$ cat src/rtl/booth_mul_seq_if.sv
// Handshake and result bus between a requester and the Booth multiplier.
// The requester drives the operands; the multiplier returns status and product halves.
interface booth_mul_seq_if #(
    parameter int WIDTH = 16
);
    logic             start;
    logic [WIDTH-1:0] mcand;
    logic [WIDTH-1:0] mplier;
    logic             busy;
    logic             done;
    logic             x_en;
    logic [WIDTH-1:0] x_out;
    logic [WIDTH-1:0] a_out;

    modport master (
        output start,
        output mcand,
        output mplier,
        input  busy,
        input  done,
        input  x_en,
        input  x_out,
        input  a_out
    );

    modport slave (
        input  start,
        input  mcand,
        input  mplier,
        output busy,
        output done,
        output x_en,
        output x_out,
        output a_out
    );
endinterface

$ cat src/rtl/booth_mul_seq.sv
// Sequential signed radix-2 Booth multiplier feeding the X register (low half)
// and the accumulator (high half); one Booth step per clock.
module booth_mul_seq #(
    parameter int WIDTH = 16
) (
    input  logic            clk,
    input  logic            rst_b,
    booth_mul_seq_if.slave  bus
);
    localparam int CW = (WIDTH > 1) ? $clog2(WIDTH) : 1;

    typedef enum logic [1:0] {
        IDLE,
        RUN,
        DONE
    } state_t;

    state_t           state;
    logic [WIDTH:0]   m_q;
    logic [WIDTH:0]   a_q;
    logic [WIDTH-1:0] q_q;
    logic             q1_q;
    logic [CW-1:0]    cnt;
    logic             busy_q;
    logic             done_q;
    logic             xen_q;
    logic [WIDTH-1:0] xo_q;
    logic [WIDTH-1:0] ao_q;

    logic [WIDTH:0]   t;
    logic [WIDTH:0]   sh_a;
    logic [WIDTH-1:0] sh_q;
    logic             sh_q1;
    logic             last;

    // One Booth step: add/subtract M, then arithmetic shift {T,Q,q_1} right by one.
    always_comb begin
        t = a_q;
        unique case ({q_q[0], q1_q})
            2'b01:   t = a_q + m_q;
            2'b10:   t = a_q - m_q;
            default: t = a_q;
        endcase
        sh_a  = {t[WIDTH], t[WIDTH:1]};
        sh_q  = {t[0], q_q[WIDTH-1:1]};
        sh_q1 = q_q[0];
        last  = (cnt == CW'(WIDTH - 1));
    end

    always_ff @(posedge clk or posedge rst_b) begin
        if (rst_b) begin
            state  <= IDLE;
            m_q    <= '0;
            a_q    <= '0;
            q_q    <= '0;
            q1_q   <= 1'b0;
            cnt    <= '0;
            busy_q <= 1'b0;
            done_q <= 1'b0;
            xen_q  <= 1'b0;
            xo_q   <= '0;
            ao_q   <= '0;
        end else begin
            unique case (state)
                IDLE: begin
                    if (bus.start) begin
                        m_q    <= {bus.mcand[WIDTH-1], bus.mcand};
                        a_q    <= '0;
                        q_q    <= bus.mplier;
                        q1_q   <= 1'b0;
                        cnt    <= '0;
                        busy_q <= 1'b1;
                        state  <= RUN;
                    end
                end
                RUN: begin
                    a_q  <= sh_a;
                    q_q  <= sh_q;
                    q1_q <= sh_q1;
                    cnt  <= cnt + 1'b1;
                    if (last) begin
                        ao_q   <= sh_a[WIDTH-1:0];
                        xo_q   <= sh_q;
                        done_q <= 1'b1;
                        xen_q  <= 1'b1;
                        state  <= DONE;
                    end
                end
                DONE: begin
                    done_q <= 1'b0;
                    xen_q  <= 1'b0;
                    busy_q <= 1'b0;
                    state  <= IDLE;
                end
                default: begin
                    state <= IDLE;
                end
            endcase
        end
    end

    assign bus.busy  = busy_q;
    assign bus.done  = done_q;
    assign bus.x_en  = xen_q;
    assign bus.x_out = xo_q;
    assign bus.a_out = ao_q;
endmodule

$ cat src/flat_wrapper.sv
// flat-port wrapper written by rule: the top's interface ports become plain ports
module booth_mul_seq_flat 
#(
    parameter int WIDTH = 16
)
  (clk, rst_b, bus_start, bus_mcand, bus_mplier, bus_busy, bus_done, bus_x_en, bus_x_out, bus_a_out);
  booth_mul_seq_if #(.WIDTH(WIDTH)) bus_i ();
  input  logic clk;
  input  logic rst_b;
  input wire logic [$bits(bus_i.start)-1:0] bus_start;
  input wire logic [$bits(bus_i.mcand)-1:0] bus_mcand;
  input wire logic [$bits(bus_i.mplier)-1:0] bus_mplier;
  output wire logic [$bits(bus_i.busy)-1:0] bus_busy;
  output wire logic [$bits(bus_i.done)-1:0] bus_done;
  output wire logic [$bits(bus_i.x_en)-1:0] bus_x_en;
  output wire logic [$bits(bus_i.x_out)-1:0] bus_x_out;
  output wire logic [$bits(bus_i.a_out)-1:0] bus_a_out;
  assign bus_i.start = bus_start;
  assign bus_i.mcand = bus_mcand;
  assign bus_i.mplier = bus_mplier;
  assign bus_busy = bus_i.busy;
  assign bus_done = bus_i.done;
  assign bus_x_en = bus_i.x_en;
  assign bus_x_out = bus_i.x_out;
  assign bus_a_out = bus_i.a_out;
  booth_mul_seq #(.WIDTH(WIDTH)) u_core (.clk(clk), .rst_b(rst_b), .bus(bus_i));
endmodule
$ cat config.mk
export PLATFORM = sky130hd
export DESIGN_NAME = booth_mul_seq_flat
export DESIGN_NICKNAME = d
export VERILOG_FILES = /design/src/rtl/booth_mul_seq_if.sv /design/src/rtl/booth_mul_seq.sv /design/src/flat_wrapper.sv
export SDC_FILE = /design/constraint.sdc
export NUM_CORES = 1
export LEC_CHECK = 0
export ABC_AREA = 1
export CAP_MARGIN = 20
export CELL_PAD_IN_SITES_DETAIL_PLACEMENT = 1
export CELL_PAD_IN_SITES_GLOBAL_PLACEMENT = 2
export CORE_MARGIN = 2
export CORE_UTILIZATION = 30
export CTS_CLUSTER_SIZE = 24
export DETAILED_ROUTE_END_ITERATION = 6
export DONT_BUFFER_PORTS = 1
export PLACE_DENSITY_LB_ADDON = 0.25
export SYNTH_ARGS = -nofsm -noshare
export SYNTH_HDL_FRONTEND = slang
export SYNTH_SLANG_ARGS = --single-unit
export TNS_END_PERCENT = 50
$ cat constraint.sdc
create_clock -name clk -period 7.4 [get_ports clk]
set_input_delay 1.11 -clock clk [delete_from_list [all_inputs] [get_ports clk]]
set_output_delay 1.11 -clock clk [all_outputs]
set_load 0.01 [all_outputs]
-- Word-level counts from Yosys, hierarchy flattened
Cells that the tools add are included.
- word-level logic and storage cells: 46
- flip-flop bits (word level): 90
- input bits: 35
- output and inout bits: 35
- add/subtract/negate cells: 3
- reductions and logical operators: 10
- equality and inequality tests: 7
- mux-type cells: 16
- operator list (cell ; number):
    17-bit one-hot mux with 2 select lines ; 2
    16-bit one-hot mux with 2 select lines ; 1
    17-bit adder ; 1
    17-bit two-way mux ; 1
    17-bit subtractor ; 1
    16-bit two-way mux ; 1
    2-bit AND reduction ; 6
    4-bit one-hot mux with 2 select lines ; 1
    1-bit one-hot mux with 2 select lines ; 3
    2-bit nonzero test ; 3
    4-bit by 1-bit adder with 4-bit output (second input constant) ; 1
    2-bit by 1-bit equality test with 1-bit output (second input constant) ; 2
    2-bit equality test (second input constant) ; 2
    4-bit equality test (second input constant) ; 1
    2-bit two-way mux ; 2
    4-bit two-way mux ; 1
    2-bit one-hot mux with 2 select lines ; 1
    1-bit two-way mux ; 3
    2-bit logical NOT ; 1
    2-bit by 1-bit inequality test with 1-bit output (second input constant) ; 1
    2-bit inequality test (second input constant) ; 1

-- Longest topological paths before layout
Gate-level depths: netlist of run 1.
- word-level depth: 3
- gate-level depth with buffers: 24
- depth with buffers taken out: 24

-- Worst setup path before layout of run 1
OpenSTA, ideal clock, no wires.
- path type: register -> register
- start: register u_core.m_q[0]
- end: register u_core.a_q[15]
- buffers on the path: 0
- period minus slack after synthesis: 2.413 ns
- arrival time: 2.296 ns
- stages on the path, launching flop included: 24
- data required time: 7.283 ns
- library setup time: 0.117 ns
- path slack: 4.987 ns
- cells stage by stage: dfrtp_1 > inv_1 > ha_1 > nand2_1 > nor2_4 > nand2_1 > nand2_1 > o21ai_0 > xnor2_1 > ha_1 > nand2_2 > inv_1 > nand2_1 > nand2_1 > inv_2 > nand2_1 > inv_1 > nand2_1 > nand2_1 > nand3_1 > nand2_1 > nand2_1 > nand2_1 > nand2_1
- longest elaborated chain between the ends: 3
- elaborated cells on any way between the ends: 4
- those cells by class: add/sub (2); mux (2)
- ends and longest elaborated chain (what ; line ; text):
    from (decl) ; booth_mul_seq.sv:19 ; logic [WIDTH:0] m_q;
    from (signal assigned) ; booth_mul_seq.sv:67 ; m_q <= {bus.mcand[WIDTH-1], bus.mcand};
    17-bit subtractor / 17-bit adder (equally long branches) ; booth_mul_seq.sv:41, booth_mul_seq.sv:40 ;
    17-bit one-hot mux with 2 select lines (*) ; booth_mul_seq.sv:39 ; unique case ({q_q[0], q1_q})
    17-bit one-hot mux with 2 select lines (*) ; booth_mul_seq.sv:64 ; unique case (state)
    to (signal assigned) ; booth_mul_seq.sv:54 ; a_q <= '0;
    to (signal assigned) ; booth_mul_seq.sv:68 ; a_q <= '0;
    to (signal assigned) ; booth_mul_seq.sv:77 ; a_q <= sh_a;
    to (decl) ; booth_mul_seq.sv:20 ; logic [WIDTH:0] a_q;
Mark *: on every way between the ends. The rest lies on a longest branch, timed or not.
A chain may end at the register's enable or synchronous reset.

-- Worst setup path after layout of run 1
- start: register u_core.q1_q
- end: register u_core.ao_q[14] (netlist: u_core.bus.a_out[14])
- longest elaborated chain between the ends: 2
- elaborated cells on any way between the ends: 3
- those cells by class: eq/ne (2); mux (1)
- ends and longest elaborated chain (what ; line ; text):
    from (decl) ; booth_mul_seq.sv:22 ; logic q1_q;
    from (signal assigned) ; booth_mul_seq.sv:79 ; q1_q <= sh_q1;
    2-bit equality test / 2-bit by 1-bit equality test with 1-bit output (equally long branches) ; booth_mul_seq.sv:39 ;
    17-bit one-hot mux with 2 select lines (*) ; booth_mul_seq.sv:39 ;
    to (signal assigned) ; booth_mul_seq.sv:82 ; ao_q <= sh_a[WIDTH-1:0];
    to (decl) ; booth_mul_seq.sv:28 ; logic [WIDTH-1:0] ao_q;
Marks and branches as above.

==> results.txt, run 1 <==
The first TritonRoute pass finished after 4 iterations. The average detailed-routed wire length per instance is 16.5 um. The first routing iteration left roughly 160 violations. The starting utilization of the core area came out at 0.310.

Of the total synthesized cell area, the portion taken by AND, OR, NAND and NOR gates is 0.285. The initial antenna violation count is 0. The maximum fanout along the worst path is 12. The half-perimeter wire length after detailed placement came out at 10800 um. The maximum clock frequency came out at 320 MHz. The remaining routing DRC violations is 0. The synthesized area divided by synthesized cell count is 7.58 sq um.

The worst register-to-register path begins at u_core.q1_q. The post-CTS setup buffer count is 0. The number of placement rows came out at 46.

Dividing the detail-routed via count by the number of cells gives 4.81. The post-synthesis cell count came out at 654. In the final timing run, aggregate negative setup slack is 0 ns. The worst setup path is captured at a flip-flop.

Entering global routing, the biggest net connects 47 pins. The worst slew margin relative to its limit came out at 0.294. The net total in the final layout is roughly 700.

The wire length of the first global-routing pass is approximately 24000 um. STA puts the critical path data required time at 7.64 ns. The number of maximum-capacitance violations came out at 0.

The maximum buffer depth of the clock tree is 2. The total number of H-tree levels came out at 3. The depth of the most critical reg-to-reg path is 17.

The total number of yosys warnings came out at 0. In this run, post-CTS repair resized a total of 0 instances. The routability congestion estimate came out at 0.887. The largest family of logic cells by synthesized area is simple AND/OR/NAND/NOR gates. The worst hold path begins at u_core.q_q[6]. The region available for standard cell placement spans ~16000 sq um. The count of port buffers added during placement is 0. After detailed routing, the total wire length is 14400 um.

The run finished with clean final reports. The total count of max-transition violations in the final report is 0. The async set-or-reset flop fraction in the synthesized netlist is 1.00. The post-synthesis xor/xnor area fraction is 0.0283.

The number of synthesized flops with an enable pin came out at 0. The slack of the worst reg-to-reg path came out at 4.28 ns. The final hold violation count came out at 0.

The number of distinct library cell variants in the gate-level netlist after synthesis is 37. The worst setup path is of the reg2reg kind. The portion of netlist area occupied by mux cells is 0. The most critical setup path has its endpoint at u_core.bus.a_out[14]. The compound-cell area share of the yosys netlist came out at 0.111.

Pin placement for this block handled 70 I/O pins. On the final layout, the worst clock skew is 0.00658 ns. The area overhead of the layout relative to synthesis is 10.1%. The post-synthesis sequential element count is 89.

Setup violations remaining at the end of the flow were counted as 0. Global routing finished with a remaining overflow of 0. The layout has 2027 filler cells. The primary flip-flop cell chosen by synthesis mapping is sky130_fd_sc_hd__dfrtp_1. The total CTS buffers is 9.

The clock tree from TritonCTS is built. In the global route stage, overall resource usage came out at 0.174. The die boundary width came out at 133 um. CTS placed an instance of sky130_fd_sc_hd__clkbuf_16 at the clock tree root. Tracing the worst setup path back leads to its startpoint at u_core.q1_q. Synthesis produced a netlist with a net count of 709.

The number of clock sinks is ~90. The hold buffer count at cts came out at 0. Of the cells placed in the final design, the portion with a size suffix greater than 1 is 0.0706. The final worst-path cycle share came out at 0.422. The worst register-to-register path ends at u_core.bus.a_out[14]. The area of the die is 17600 sq um. The worst-skew pair later-pin latency is around 0.36 ns. The number of global-route vias before repair was 4596. The slew at the pin closest to its max-slew limit came out at 1.06 ns. Clock-pin slew was measured on the worst setup and hold paths at 0.07 ns. Of the total synthesized cell area, the portion taken by full adders, half adders and majority gates is 0.0520. The clock period minus final worst setup slack came out at 3.12 ns. In this run the remaining antenna-violating nets after routing total 0. The vertical extent of the die came out at 133 um. Setup repair after global routing left no endpoint under its margin. The endpoint arrival time on the critical path came out at around 3.4 ns.

The share of the Yosys chip area taken by registers is 0.449. The worst hold path belongs to the class reg2reg. The type of origin of the critical path is a flip-flop. The via count is 4173.

The antenna diode instance count came out at 0. In this run the cell area of the synthesized design comes to 4960 sq um.
## final cells by class
| type | count | area [sq um] | area share |
|---|---|---|---|
| multi-input cells | 471 | 2360 | 0.432 |
| flip-flops and latches | 89 | 2230 | 0.408 |
| inverters | 73 | 275 | 0.0504 |
| clock inverters | 5 | 62.6 | 0.0115 |
| repair buffers | 3 | 22.5 | 0.00412 |
| well taps | 216 | 270 | 0.0495 |
| clock buffers | 11 | 243 | 0.0445 |
## per-layer routing
metal | vias to the layer above | wire [um] | track usage | share of wire
met5 | - | 0 | 0 | 0
met4 | 0 | 289 | 0.0651 | 0.020
li1 | 2062 | - | - | -
met3 | 17 | 371 | 0.0326 | 0.026
met1 | 2047 | 6520 | 0.212 | 0.45
met2 | 47 | 7170 | 0.304 | 0.50
## metrics by stage
stage	hold WS (ns)	cells	utilization	cell area, sq um	worst slack, ns
floorplan	0.470	654	-	4960	3.98
global placement	0.501	852	0.322	5150	4.21
detailed placement	0.503	852	0.322	5150	4.14
CTS	0.520	868	0.341	5460	4.27
global route	0.550	868	0.341	5460	3.94
finish	0.518	868	0.341	5460	4.28
## worst max-delay path, stage by stage, from the launching register on
cell	delay [ns]
sky130_fd_sc_hd__dfrtp_1	0.36
sky130_fd_sc_hd__inv_1	0.07
sky130_fd_sc_hd__ha_1	0.42
sky130_fd_sc_hd__clkinv_1	0.35
sky130_fd_sc_hd__nand2_1	0.17
sky130_fd_sc_hd__xor2_1	0.15
sky130_fd_sc_hd__inv_1	0.08
sky130_fd_sc_hd__ha_1	0.32
sky130_fd_sc_hd__a21oi_1	0.16
sky130_fd_sc_hd__inv_1	0.08
sky130_fd_sc_hd__a21oi_2	0.22
sky130_fd_sc_hd__nand2_1	0.11
sky130_fd_sc_hd__nand3_1	0.11
sky130_fd_sc_hd__nand2_1	0.06
sky130_fd_sc_hd__nand2_1	0.06
sky130_fd_sc_hd__nand3_1	0.12
sky130_fd_sc_hd__nand3_1	0.13
sky130_fd_sc_hd__nand2_1	0.05
## Yosys cell counts, types with 2 or more instances
| master | n | share of area |
|---|---|---|
| sky130_fd_sc_hd__nand2_1 | 260 | 0.20 |
| sky130_fd_sc_hd__dfrtp_1 | 89 | 0.45 |
| sky130_fd_sc_hd__inv_1 | 63 | 0.048 |
| sky130_fd_sc_hd__nand3_1 | 34 | 0.034 |
| sky130_fd_sc_hd__o21ai_0 | 30 | 0.030 |
| sky130_fd_sc_hd__nor2_1 | 28 | 0.021 |
| sky130_fd_sc_hd__ha_1 | 19 | 0.048 |
| sky130_fd_sc_hd__a21oi_1 | 17 | 0.017 |
| sky130_fd_sc_hd__xor2_1 | 15 | 0.027 |
| sky130_fd_sc_hd__a22oi_1 | 12 | 0.018 |
| sky130_fd_sc_hd__buf_2 | 11 | 0.011 |
| sky130_fd_sc_hd__o21ai_1 | 11 | 0.011 |
| sky130_fd_sc_hd__inv_2 | 9 | 0.0068 |
| sky130_fd_sc_hd__clkbuf_1 | 8 | 0.0061 |
| sky130_fd_sc_hd__a21oi_2 | 5 | 0.0088 |
| sky130_fd_sc_hd__o22ai_1 | 5 | 0.0063 |
| sky130_fd_sc_hd__nand2_2 | 4 | 0.0050 |
| sky130_fd_sc_hd__nand3b_1 | 3 | 0.0045 |
| sky130_fd_sc_hd__nand4_1 | 3 | 0.0038 |
| sky130_fd_sc_hd__o211ai_1 | 3 | 0.0045 |
| sky130_fd_sc_hd__o21bai_1 | 3 | 0.0045 |
| sky130_fd_sc_hd__o31ai_1 | 3 | 0.0045 |
| sky130_fd_sc_hd__a22o_1 | 2 | 0.0035 |
| sky130_fd_sc_hd__nor2_2 | 2 | 0.0025 |
| sky130_fd_sc_hd__nor2_4 | 2 | 0.0045 |
| sky130_fd_sc_hd__nor3_1 | 2 | 0.0020 |
## worst min path at each step
stage	to	depth (start not counted)
floorplan	u_core.a_q[14]	2
global placement	u_core.bus.x_out[7]	2
detailed placement	u_core.bus.x_out[12]	2
CTS	u_core.bus.x_out[8]	2
global route	u_core.bus.x_out[5]	2
finish	u_core.bus.x_out[5]	2
## flip-flops by register name (all words and copies together), names as in the netlist
register	count
u_core.a_q	16
u_core.bus.a_out	16
u_core.bus.x_out	16
u_core.m_q	16
u_core.q_q	16
u_core.cnt	4
u_core.state	2
u_core.bus.busy	1
u_core.bus.done	1
u_core.q1_q	1
## logic make-up after synthesis
group / Yosys count
buf+inv: 94
fa+ha+maj: 20
simple gates: 343
xor+xnor: 16
flops: 89
compound gates: 92
## cell usage in the layout (no fill, tap or decap), types with 2 or more instances in the layout
master	count
sky130_fd_sc_hd__a21oi_1	17
sky130_fd_sc_hd__a21oi_2	5
sky130_fd_sc_hd__a22o_1	2
sky130_fd_sc_hd__a22oi_1	12
sky130_fd_sc_hd__buf_4	3
sky130_fd_sc_hd__clkbuf_16	9
sky130_fd_sc_hd__clkinv_2	2
sky130_fd_sc_hd__dfrtp_1	89
sky130_fd_sc_hd__ha_1	19
sky130_fd_sc_hd__inv_1	62
sky130_fd_sc_hd__inv_2	9
sky130_fd_sc_hd__nand2_1	260
sky130_fd_sc_hd__nand2_2	4
sky130_fd_sc_hd__nand3_1	34
sky130_fd_sc_hd__nand3b_1	3
sky130_fd_sc_hd__nand4_1	3
sky130_fd_sc_hd__nor2_1	28
sky130_fd_sc_hd__nor2_2	2
sky130_fd_sc_hd__nor2_4	2
sky130_fd_sc_hd__nor3_1	2
sky130_fd_sc_hd__o211ai_1	3
sky130_fd_sc_hd__o21ai_0	30
sky130_fd_sc_hd__o21ai_1	11
sky130_fd_sc_hd__o21bai_1	3
sky130_fd_sc_hd__o22ai_1	5
sky130_fd_sc_hd__o31ai_1	3
sky130_fd_sc_hd__xor2_1	15
Power of run 1 is left out: the tool's default activity adds up to more than one toggle a clock period on the data nets, which glitch-free logic cannot reach.
==> run 2, diff against run 1 <==
- clock period: 7.4 -> 3 ns (I/O delays scaled with it)
==> run 2 against run 1 <==
  * Fmax increased by 12%
  * Highest routed layer unchanged
  * Final cell count increased by 1.3%
  * Worst hold slack lost 0.41 ns
  * Register-to-register slack lost 4.1 ns
  * Largest cell class unchanged
==> results.txt, run 2 (synthesized netlist as in run 1, its figures left out) <==
The flow ran to the end, and the final reports show no timing, DRC or antenna violations. The number of clock buffers added by TritonCTS is 9. The number of placed cells counting well taps is 859. The worst hold path belongs to the class in2async. The final worst slack came out at between 0.2 and 0.25 ns. The maximum clock frequency came out at 360 MHz.

The count of antenna-violating nets left after detailed routing came out at 0. The count of port buffers added during placement came out at 0. The type of origin of the critical path is a flip-flop. The number of optimization iterations in the first detailed-route pass came out at 5.

The total global routing overflow came out at 0. The worst setup path is of the reg2reg kind. The total number of H-tree levels came out at 3.

The average detailed-routed wire length per instance is around 17 um. The number of placement rows is between 40 and 50. The routed wire length is 14800 um.

The remaining routing DRC violations is 0. The area overhead of the layout relative to synthesis is 14.0%. The routed via count divided by cell count is between 4 and 5. The routability congestion estimate is 0.845. The final worst-path cycle share came out at 0.927. The die boundary width came out at ~130 um.

In the final layout, the share of cells above drive strength 1 is 0.116. In this run the critical register-to-register path is launched from u_core.m_q[2]. The detailed router finished its first iteration with ~170 violations. The worst slack after detailed placement came out at 0.0797 ns. The number of maximum-capacitance violations came out at 0.

The capture point of the worst reg-to-reg path is u_core.bus.a_out[15]. The pin count of the biggest net entering global routing is 46. The final standard cell count with taps included and fillers excluded is 879. The initial antenna violation count came to 0. The count of endpoints failing setup in the final report is 0. The wire length of the first global-routing pass came out at about 24000 um.

After clock tree synthesis, the clock-pin slew on the worst setup and hold paths is ~0.070 ns. The maximum buffer depth of the clock tree came out at 2. The half-perimeter wire length after detailed placement is around 11000 um.

The floorplan step defined a core boundary enclosing 16000 sq um. The number of global-route vias before repair is 4466. The net total in the final layout is 714. The clock period minus final worst setup slack is 2.78 ns.

The slew at the pin closest to its max-slew limit is 0.796 ns. Leaving out fill and tap cells, the most frequent cell in the layout is sky130_fd_sc_hd__nand2_1. The all-layer global routing usage came out at 0.173. The area of the die is 17600 sq um. The clock tree from TritonCTS is built. For the worst setup path, the data arrival time is 3.02 ns.

The depth of the most critical reg-to-reg path came out at 21. The post-route core utilization is 0.353. The master cell of the clock root buffer is sky130_fd_sc_hd__clkbuf_16. The final hold violation count is 0. The endpoint required time on the critical path came out at 3.24 ns. The maximum fanout along the worst path is 5.

The setup skew after layout came out at 0.00923 ns. The vertical extent of the die is 133 um. The via count is about 4200. Counting every sink on the clock net gives 89. In the layout the commonest cells are 255 x sky130_fd_sc_hd__nand2_1, 89 x sky130_fd_sc_hd__dfrtp_1, 60 x sky130_fd_sc_hd__inv_1.

The total count of max-transition violations in the final report is 0. The boundary pin count came out at 70. The number of antenna diodes in the final layout is 0. The slack of the worst reg-to-reg path is 0.22 ns. The final-layout worst hold slack came out at 0.113 ns.

The starting utilization of the core area is 0.310. The endpoint type of the worst setup path is a flip-flop. Headroom to the max-slew limit came out at 0.469. The worst-skew pair later-pin latency came out at between 0.3 and 0.4 ns.
-- run 2: changes by cell type in the layout (fill, tap and decap cells not counted), moves of 2 or more --
| cell | delta |
|---|---|
| sky130_fd_sc_hd__inv_6 | +2 |
| sky130_fd_sc_hd__inv_1 | -2 |
| sky130_fd_sc_hd__o31ai_1 | -2 |
| sky130_fd_sc_hd__ha_2 | +2 |
| sky130_fd_sc_hd__nand2_2 | +4 |
| sky130_fd_sc_hd__ha_4 | +4 |
| sky130_fd_sc_hd__o31ai_2 | +2 |
| sky130_fd_sc_hd__ha_1 | -6 |
| sky130_fd_sc_hd__clkinvlp_4 | +2 |
| sky130_fd_sc_hd__inv_2 | +2 |
| sky130_fd_sc_hd__nand2_1 | -5 |
| sky130_fd_sc_hd__buf_4 | +12 |
-- run 2: cell type report --
class	instances	area, sq um
clock buffer	10	239
sequential	89	2230
clock inverter	5	62.6
multi-input combinational	471	2460
timing repair buffer	15	113
tap	216	270
fill	2002	10300
inverter	73	279
-- run 2: worst max path at each step --
stage,slack [ns],start,cells after the start,endpoint
3_3_place_gp,0.12,u_core.m_q[2],19,u_core.bus.a_out[15]
2_1_floorplan,0.24,rst_b,1,u_core.a_q[0]
4_1_cts,0.03,u_core.m_q[2],18,u_core.bus.a_out[11]
6_report,0.22,u_core.m_q[2],21,u_core.bus.a_out[15]
3_5_place_dp,0.08,u_core.m_q[2],24,u_core.bus.a_out[15]
5_1_grt,-0.03,u_core.m_q[2],23,u_core.bus.a_out[15]
-- run 2: critical path, stage by stage (launching register included) --
cell	delay, ns
sky130_fd_sc_hd__dfrtp_1	0.39
sky130_fd_sc_hd__inv_2	0.09
sky130_fd_sc_hd__nand3_1	0.12
sky130_fd_sc_hd__nor2_1	0.14
sky130_fd_sc_hd__nand2_2	0.11
sky130_fd_sc_hd__nor2_4	0.12
sky130_fd_sc_hd__a21oi_1	0.10
sky130_fd_sc_hd__nor2_1	0.12
sky130_fd_sc_hd__xor2_1	0.16
sky130_fd_sc_hd__ha_1	0.31
sky130_fd_sc_hd__nand2_1	0.20
sky130_fd_sc_hd__nor2_1	0.07
sky130_fd_sc_hd__nand2_1	0.08
sky130_fd_sc_hd__nand2_1	0.07
sky130_fd_sc_hd__inv_1	0.06
sky130_fd_sc_hd__nand2_1	0.06
sky130_fd_sc_hd__nand2_2	0.10
sky130_fd_sc_hd__nand3_1	0.08
sky130_fd_sc_hd__nand2_1	0.09
sky130_fd_sc_hd__nand2_1	0.07
sky130_fd_sc_hd__nand2_1	0.06
sky130_fd_sc_hd__nand2_1	0.06
-- run 2: timing repair --
item / in CTS / in global routing
setup endpoints to repair: 0 / 19
resized for setup: 0 / 25
hold endpoints to repair: 0 / 0
buffers inserted: 0 / 5
hold buffers: 0 / 0
-- run 2: per-stage QoR --
step	area [sq um]	setup TNS (ns)
final	5650	0
after global routing	5650	-0.0583
after CTS	5510	0
after detailed placement	5210	0
after global placement	5210	0
after floorplan	4960	0
-- run 2: per-layer routing --
layer | vias to the layer above | share of wire | track usage
li1 | 2089 | - | -
met5 | - | 0 | 0
met3 | 8 | 0.033 | 0.0341
met2 | 54 | 0.51 | 0.302
met1 | 2056 | 0.45 | 0.221
met4 | 0 | 0.0081 | 0.0412
Power of run 2 is left out for the same reason.
==> run 3, diff against run 2 <==
- ABC_AREA: 1 -> 0
==> run 3 against run 2 <==
  * The run now ends with setup timing left
  * Sequential cell count unchanged
  * Wire length decreased by 7.7%
  * Critical path type unchanged
  * Highest routed layer unchanged
  * First-iteration DRC count decreased by 15%
==> results.txt, run 3 <==
The final reports fail on setup timing. Of the post-synthesis cell area, the dominant cell type holds 0.462. The most common cell after layout, fill and taps aside is sky130_fd_sc_hd__nand2_1. The total number of H-tree levels is 3. The count of port buffers added during placement came out at 0.

The wire length of the first global-routing pass is between 20000 and 25000 um. Dividing the detail-routed via count by the number of cells gives 4.95. For this configuration, the core starts out at a cell density of 0.306. The most frequent cell after synthesis is sky130_fd_sc_hd__nand2_1. Max-cap violations in this run came to 0. The tree is rooted in a sky130_fd_sc_hd__clkbuf_16. After filler insertion, the fill cell instance count of the layout stands at 1825. The type of the worst min-delay path is in2async.

The clock tree from TritonCTS is built. The initial antenna violation count came out at 0. Entering global routing, the biggest net connects 61 pins. Of all flip-flops after synthesis, the portion carrying an async set or reset was 1.00. The boundary pin count is 70. At the later pin of the worst-skew pair, clock insertion delay measures 0.34 ns.

The count of endpoints failing setup in the final report is 11. Timing would allow up to 310 MHz. 0 antenna diodes ended up in the layout.

Across all layers, the routed design uses 3970 vias. For the pin with the worst max-slew slack, the measured transition is 0.815 ns. The post-synthesis sequential element count is 89. The worst register-to-register path ends at u_core.bus.a_out[15]. Counting every instance in the synthesized netlist gives 521. In the synthesized netlist the dominant register cell turns out to be sky130_fd_sc_hd__dfrtp_1. The met1 track demand over resource came out at 0.224.

The clock slew seen by the registers of the worst setup and hold paths is 0.07 ns. The all-layer global routing usage is 0.171. The number of global-route vias before repair is 4299.

The total count of max-transition violations in the final report came out at 0. The final worst-path cycle share is 1.08. The die covers roughly 17000 sq um. The total CTS buffers came out at 9.

Setup repair after global routing could not meet its margin everywhere. The number of clock sinks is between 80 and 90. The synthesized design contains 0 enable-type register cells.

The endpoint arrival time on the critical path came out at between 3 and 4 ns. The flow ran to the end, but the final reports show violations. The die is 131 um wide. In this run the most used layer during global routing was met2. The endpoint required time on the critical path came out at 3.22 ns. The sequential area share after synthesis came out at 0.462.

In the final layout, the share of cells above drive strength 1 is 0.270. The largest total area in the synthesized netlist belongs to sky130_fd_sc_hd__dfrtp_1. Routability-driven placement finished with a final weighted congestion of 0.858. Summing every instance area after synthesis gives 4820 sq um. In the global route stage, met3 resource usage came out at 0.0379. The endpoint type of the worst setup path is a flip-flop.

For met2 alone, demand over resource in global routing was 0.289. The number of placement rows is 46. Leaving out fill and tap cells, the most frequent cells in the layout are 95 x sky130_fd_sc_hd__nand2_1, 89 x sky130_fd_sc_hd__dfrtp_1, 76 x sky130_fd_sc_hd__buf_4. The final worst slack is -0.229 ns.

The worst register-to-register path begins at u_core.m_q[0]. After global routing the overflow that remains totals 0. The number of optimization iterations in the first detailed-route pass came out at 4.

The remaining routing DRC violations came out at 0. The vertical extent of the die is 131 um. The setup skew after layout came out at 0.0106 ns.

OpenSTA, run right after detailed placement, puts the worst setup slack at -0.348 ns. In the final routed layout, each cell accounts on average for 17.0 um. The count of antenna-violating nets left after detailed routing came out at 0. The hold buffer count at cts came out at 0. The final hold violation count is 0. Measured in cells, the most critical reg-to-reg path has a length of 14. The total core area is approximately 16000 sq um. The half-perimeter wire length after detailed placement is 9660 um. The critical path class is reg2reg. The maximum fanout along the worst path came out at 3.

The total number of yosys warnings came out at 0. Yosys mapped the design onto 52 distinct sky130hd cell types. Dividing the synthesized area by the synthesized cell count gives 9.26 sq um. The area overhead of the layout relative to synthesis is 27.7%. The net count after synthesis is 576.

The initial DRC count is 143. The worst pin sits at a relative slew slack of 0.456. In the final design database the tool counted ~640 nets. The type of origin of the critical path is a flip-flop. Sorting the synthesized cells by how often they occur yields 95 x sky130_fd_sc_hd__nand2_1, 89 x sky130_fd_sc_hd__dfrtp_1, 35 x sky130_fd_sc_hd__a21oi_1, 29 x sky130_fd_sc_hd__o21ai_0. The routed wire length came out at 13700 um.

Across all register-to-register paths, the minimum setup slack is -0.23 ns. No sink is reached through more buffers than the 2 on the longest clock path. By area the synthesized netlist is led by sky130_fd_sc_hd__dfrtp_1 46%, sky130_fd_sc_hd__nand2_1 7.4%, sky130_fd_sc_hd__ha_1 4.9%, sky130_fd_sc_hd__a21oi_1 3.6%, sky130_fd_sc_hd__xnor2_1 3.6%. The clock period minus final worst setup slack came out at 3.23 ns.
==> run 3: cells by family after synthesis <==
group | after synthesis | share of synthesized area
flops | 89 | 0.462
mux | 25 | 0.0579
buf+inv | 44 | 0.0353
xor+xnor | 23 | 0.0418
compound gates | 140 | 0.177
simple gates | 180 | 0.173
fa+ha+maj | 20 | 0.0535
==> run 3: timing repair <==
action / in CTS / in global routing
setup endpoints to repair: 20 / 22
cloned: 0 / 0
gates resized for setup: 23 / 25
buffers inserted: 13 / 7
pin swaps: 28 / 36
==> run 3: worst max path at each step <==
stage                  start              endpoint
2_1_floorplan  u_core.m_q[0]        u_core.a_q[14]
3_3_place_gp   u_core.m_q[0]  u_core.bus.a_out[15]
3_5_place_dp   u_core.m_q[0]        u_core.a_q[14]
4_1_cts        u_core.m_q[1]  u_core.bus.a_out[12]
5_1_grt        u_core.m_q[0]  u_core.bus.a_out[15]
6_report       u_core.m_q[0]  u_core.bus.a_out[15]
==> run 3: area by class of cell <==
class	instances	area, sq um	area share
Sequential cell	89	2230	0.362
Clock inverter	4	76.3	0.0124
Clock buffer	11	243	0.0394
Inverter	15	58.8	0.00955
Multi-Input combinational cell	388	2670	0.434
Tap cell	216	270	0.0439
Timing Repair Buffer	79	613	0.0995
==> run 3: through the flow <==
| stage | hold WS [ns] | utilization | cells | setup TNS [ns] | area, sq um |
|---|---|---|---|---|---|
| 2_1_floorplan | 0.452 | - | 521 | -0.00574 | 4850 |
| 3_3_place_gp | 0.480 | 0.348 | 769 | -1.25 | 5480 |
| 3_5_place_dp | 0.487 | 0.348 | 769 | -2.95 | 5480 |
| 4_1_cts | 0.161 | 0.380 | 796 | -1.44 | 6000 |
| 5_1_grt | 0.183 | 0.391 | 802 | -4.41 | 6160 |
| 6_report | 0.127 | 0.391 | 802 | -1.34 | 6160 |
==> run 3: layer usage <==
metal / vias up / routed length (um)
li1: 1931 / -
met1: 1985 / 6310
met2: 45 / 6790
met3: 9 / 443
met4: 0 / 124
met5: - / 0
==> run 3: critical path, stage by stage (launching register included) <==
cell,delay (ns)
sky130_fd_sc_hd__dfrtp_1,0.41
sky130_fd_sc_hd__inv_2,0.09
sky130_fd_sc_hd__ha_4,0.13
sky130_fd_sc_hd__or3b_4,0.40
sky130_fd_sc_hd__nor4b_4,0.30
sky130_fd_sc_hd__nor2_1,0.08
sky130_fd_sc_hd__xnor2_1,0.19
sky130_fd_sc_hd__ha_1,0.27
sky130_fd_sc_hd__or2_1,0.25
sky130_fd_sc_hd__a21oi_2,0.21
sky130_fd_sc_hd__a31oi_4,0.07
sky130_fd_sc_hd__a31oi_4,0.17
sky130_fd_sc_hd__mux2i_2,0.29
sky130_fd_sc_hd__xnor2_1,0.15
sky130_fd_sc_hd__o21ai_1,0.08
Power of run 3 is left out for the same reason.
